===== src/rtl/mac_chk_fifo.sv =====
// mac_chk_fifo: synchronous FIFO of expected values; the extra pointer bit tells full from empty.
module mac_chk_fifo #(
    parameter int DATA_W = 11,
    parameter int DEPTH  = 16
) (
    input  logic              clk,
    input  logic              rst_n,
    input  logic              push,
    input  logic              pop,
    input  logic [DATA_W-1:0] wdata,
    output logic [DATA_W-1:0] rdata,
    output logic              full,
    output logic              empty
);
    localparam int AW = $clog2(DEPTH);
    logic [AW:0]       wr_q, rd_q;
    logic [DATA_W-1:0] mem_q [DEPTH];
    always_ff @(posedge clk or negedge rst_n) begin
        if (!rst_n) begin
            wr_q <= '0;
            rd_q <= '0;
        end else begin
            if (push && !full) wr_q <= wr_q + (AW+1)'(1);
            if (pop && !empty) rd_q <= rd_q + (AW+1)'(1);
        end
    end
    always_ff @(posedge clk) begin
        if (push && !full) mem_q[wr_q[AW-1:0]] <= wdata;
    end
    assign rdata = mem_q[rd_q[AW-1:0]];
    assign empty = wr_q == rd_q;
    assign full  = (wr_q[AW] != rd_q[AW]) && (wr_q[AW-1:0] == rd_q[AW-1:0]);
endmodule


===== config.mk =====
export PLATFORM = sky130hd
export DESIGN_NAME = mac_chk_fifo
export DESIGN_NICKNAME = d
export VERILOG_FILES = /design/src/rtl/mac_chk_fifo.sv
export SDC_FILE = /design/constraint.sdc
export NUM_CORES = 1
export LEC_CHECK = 0
export CAP_MARGIN = 20
export CORE_ASPECT_RATIO = 1.5
export CORE_MARGIN = 2
export CORE_UTILIZATION = 54
export CTS_CLUSTER_SIZE = 16
export DETAILED_ROUTE_END_ITERATION = 10
export PLACE_DENSITY = 0.87
export SLEW_MARGIN = 20
export SYNTH_ARGS = -nofsm -noshare
export SYNTH_HDL_FRONTEND = slang
export SYNTH_SLANG_ARGS = --single-unit

===== constraint.sdc =====
create_clock -name clk -period 2.4 [get_ports clk]
set_input_delay 0.6 -clock clk [delete_from_list [all_inputs] [get_ports clk]]
set_output_delay 0.6 -clock clk [all_outputs]
set_load 0.005 [all_outputs]

# After elaboration in Yosys (flattened, before gate mapping)
# Memory sizes are Yosys's and may differ from the RTL's.
# Cells that the tools add are included.
[totals]
wordCells = 15
ram_bits = 176
reg_bits = 10
out_inout_bits = 13
n_memories = 1
[memory_table]
columns = ["memory", "words", "width", "rd", "rd_ports_with_merged_regs", "write_ports", "line_no", "source"]
rows = [
  ["mem_q", 16, 11, 1, 0, 1, "17", "logic [DATA_W-1:0] mem_q [DEPTH];"],
]
[op_classes]
n_mux = 2
n_eq_ne = 3
add_sub_neg = 2
reduce_logical = 5
[ops]
columns = ["cell", "n"]
rows = [
  ["5-bit by 1-bit adder with 5-bit output (second input constant)", 2],
  ["5-bit == test", 1],
  ["4-bit == test", 1],
  ["1-bit logical AND", 3],
  ["1-bit zero test", 2],
  ["1-bit 2-to-1 mux", 2],
  ["1-bit != test", 1],
]

# Logic depth before layout (Yosys ltp)
[depth]
ltp_word = 6
ltp_mapped = 7
ltp_nobuf = 4

# Least setup slack after synthesis
# No wires, ideal clock.
[synth_timing]
path_type = "reg-to-reg"
from = "register wr_q[2]"
to = "memory mem_q[0][0], enable pin"
t_required_ns = 1.992
path_buffers = 2
arrival_time_ns = 2.135
path_slack_ns = -0.143
path_stages_with_launch = 7
path_cell_list = "dfrtp_1 buf_2 xnor2_1 nand4_1 buf_4 nor2_2 nor4_1"
[synth_between]
elab_chain_len = 6
[synth_lines]
columns = ["element", "line_no", "source"]
rows = [
  ["start: declaration", "16", "logic [AW:0] wr_q, rd_q;"],
  ["start signal: assignment", "23", "if (push && !full) wr_q <= wr_q + (AW+1)'(1);"],
  ["4-bit == test", "32", "assign full = (wr_q[AW] != rd_q[AW]) && (wr_q[AW-1:0] == rd_q[AW-1:0]);"],
  ["1-bit logical AND", "32", ""],
  ["1-bit zero test", "28", "if (push && !full) mem_q[wr_q[AW-1:0]] <= wdata;"],
  ["1-bit logical AND", "28", ""],
  ["1-bit 2-to-1 mux", "28", ""],
  ["1-bit 2-to-1 mux (implied by the code)", "28", ""],
  ["end: declaration", "17", ""],
]
# Several ways; a longest one is shown, not always the timed one.

# Final worst setup path
[layout_timing]
from = "register rd_q[1]"
to = "output rdata[8]"
[layout_between]
elab_chain_len = 1
[layout_lines]
columns = ["element", "line_no", "source"]
rows = [
  ["start: declaration", "16", ""],
  ["start signal: assignment", "24", "if (pop && !empty) rd_q <= rd_q + (AW+1)'(1);"],
  ["memory read 16 x 11 bit", "--", ""],
  ["end: declaration", "11", "output logic [DATA_W-1:0] rdata,"],
]
# No other way between the ends.

==> results.yml <==
placed_design:
  port_buffers: 27
  hpwl_um: 9470
  dp_slack_ns: -0.181
  dp.cells: 570
  gp_congestion: 0.791
drt:
  initialDrtViolationCount: 460
  top_layer_used: "met4"
  via_per_inst: 6.48
  route.detailed.drc: 0
  wl_met2_um: 8870
  drt-pass1-iter-count: 5
  met3_wirelength_um: 1500
  post_drt_wl_per_cell_um: 28.1
  via_count: 4044
  detail-route-antenna-nets: 0
  routed_wl_um: 17500
  wl_met1_um: 6340
worst_setup_path:
  cp_max_fo: 5
  arrival_ns: 2.25
  crit_path_end_kind: "primary output"
  required_ns: 1.80
  startpoint_type: "flop"
  crit_type: "reg2out"
die:
  chipWidth_um: 99.9
  ioPinCount: 28
  die_area_um2: 14800
  rows: 52
  initial_utilization_pct: 55.3
  die_h_um: 148
  core_area_um2: 13500
cts:
  numCtsBuffers: 17
  clk_latency_ns: 0.43
  cts_buffer_depth: 2
  ctsRootBufferMaster: "clkbuf_16"
  cts_tree: "done"
  clock_sinks: 186
  cts.reportedPaths.clkPinSlew_ns: 0.07
  htreeDepth: 4
cells_and_area:
  final_util_pct: 69.1
  fillers: 760
  layout-drive-gt1-share_pct: 43.9
  diodes: 0
  fin_cells: 624
  area_growth_syn_to_layout_pct: 25.1
  nNetsFinal: 469
outcome:
  status: "complete, but fails checks"
  violations: "negative setup slack"
logic_synthesis:
  ys.flop_type: "edfxtp_1"
  synth_edf_count: 176
  ys_seq_elements: 186
  ys_warn_count: 0
  synth_fp_nets: 369
  syn_area_um2: 7440
  synthDistinctLibCells: 35
  syn-instance-count: 349
  yosysSeqAreaShare_pct: 74.4
  async_flop_share_pct: 5.38
  synth.avg_cell_area_um2: 21.3
power_and_ir_drop:
  p_total_mw: 11.5
  peakVddDrop_uv: 877
  p_leak_nw: 3.15
  cellPowerDensity_nw_per_um2: 1240
sta:
  slew_violations: 0
  finalSetupViolations: 20
  fin_skew_ns: 0.00698
  rsz0062_at_grt: "true"
  layout_min_cycle_time_ns: 2.85
  fin_tns_setup_ns: -4.49
  hold_viol_final: 0
  slew_headroom_pct: 52.2
  worst_pin_slew_ns: 0.717
  post-route-period-util_pct: 119
  fmax_mhz: 351
  worst_slack_ns: -0.452
run:
  cap_violations: 0
global_route:
  grt_max_degree: 22
  grt_pass1_vias: 4109
  grt_pass1_wl_um: 25800
  overflow: 0
  antenna_found_initial: 0
  track_usage_pct: 25.0
min_path:
  hold_path.class: "in2async"
flip-flops by register name, summed over array words and instances (netlist names):
| signal | count |
|---|---|
| mem_q | 176 |
| wr_q | 5 |
| rd_q | 5 |
area by class of cell:
type                    instances  area (µm²)  share of cell area [%]
well taps                     162         203                    2.18
repair buffers                100        1050                    11.3
flip-flops and latches        186        5540                    59.5
inverters                       2        7.51                  0.0806
multi-input cells             142        1930                    20.8
clock buffers                  17         425                    4.57
clock inverters                15         150                    1.61
cells in the mapped netlist (all sizes together), types with 5 or more instances:
cell / count / area share (%)
a22oi: 22 / 2.2
nor2: 7 / 0.39
buf: 16 / 2.0
dfrtp: 10 / 3.4
mux4: 44 / 14
nand2: 17 / 0.86
nor3: 10 / 0.67
xnor2: 11 / 1.3
ha: 5 / 0.84
edfxtp: 176 / 71
routing by layer:
layer	up-vias	global-route usage, %
met2	273	39.9
met4	0	11.7
met3	57	5.58
li1	1667	-
met1	2047	33.1
met5	-	0
cell families (layout without fill, tap and decap cells):
logic type	count (synthesis)	in the layout	share of synthesized area (%)
buffers and inverters	21	134	2.27
muxes	47	47	14.8
DFF	186	186	74.4
xor gates and xnor gates	12	12	1.41
AOI/OAI and AO/OA	31	31	3.31
and+or+nand+nor	47	47	3.01
adders and majority gates	5	5	0.841
power by group:
part	switching, mW	internal, mW	total [mW]
logic	2.25	2.39	4.63
registers	0.200	3.95	4.15
clock network	1.27	1.47	2.74
through the flow:
step	hold slack [ns]	instance area (µm²)
2_1_floorplan	0.304	7440
3_3_place_gp	0.564	8300
3_5_place_dp	0.585	8300
4_1_cts	0.494	9230
5_1_grt	0.523	9310
6_report	0.488	9310
layout by cell type, fill, tap and decap left out, drive strengths merged:
cell type      instances
nor4                   3
nand4                  2
and3                   2
nor2b                  2
nor2                   7
buf                   84
mux2                   3
nand2                 17
mux4                  44
xor2                   1
bufinv                 1
o211ai                 3
a22oi                 22
edfxtp               176
o21ai                  3
xnor2                 11
clkbuf                19
clkinvlp               4
ha                     5
o31ai                  2
nand2b                 2
dfrtp                 10
o21bai                 1
inv                   12
clkdlybuf4s50         14
nor3                  10
and2                   2
what timing repair did:
action                     4_1_cts  5_1_grt
setup buffers                   16        3
gates resized for setup         96       24
setup endpoints to repair       13       83
hold buffers                     0        0
gates cloned                     5        1
pin swaps                       24       14
worst max-delay path, cell delays in order (launching register included):
cell and delay, ns:
dfrtp_2 0.44, buf_6 0.14, buf_12 0.12, buf_12 0.13
buf_6 0.11, mux4_2 0.44, a22oi_2 0.22, nand2_1 0.08
buf_2 0.14
worst paths after layout:
path / start / depth (start not counted) / slack (ns) / endpoint
worst max-delay path: rd_q[1]$_DFFE_PN0P_ / 8 / -0.45 / rdata[8]
worst min-delay path: rst_n / 1 / 0.49 / wr_q[4]$_DFFE_PN0P_
worst max register to register: rd_q[1]$_DFFE_PN0P_ / 10 / -0.06 / mem_q[12][4]$_DFFE_PP_
worst min register to register: rd_q[4]$_DFFE_PN0P_ / 2 / 0.60 / rd_q[4]$_DFFE_PN0P_
max in group asynchronous: rst_n / 1 / 1.57 / rd_q[1]$_DFFE_PN0P_
min in group clk: rd_q[4]$_DFFE_PN0P_ / 2 / 0.60 / rd_q[4]$_DFFE_PN0P_
No activity file was read; power rests on OpenSTA's default activity.
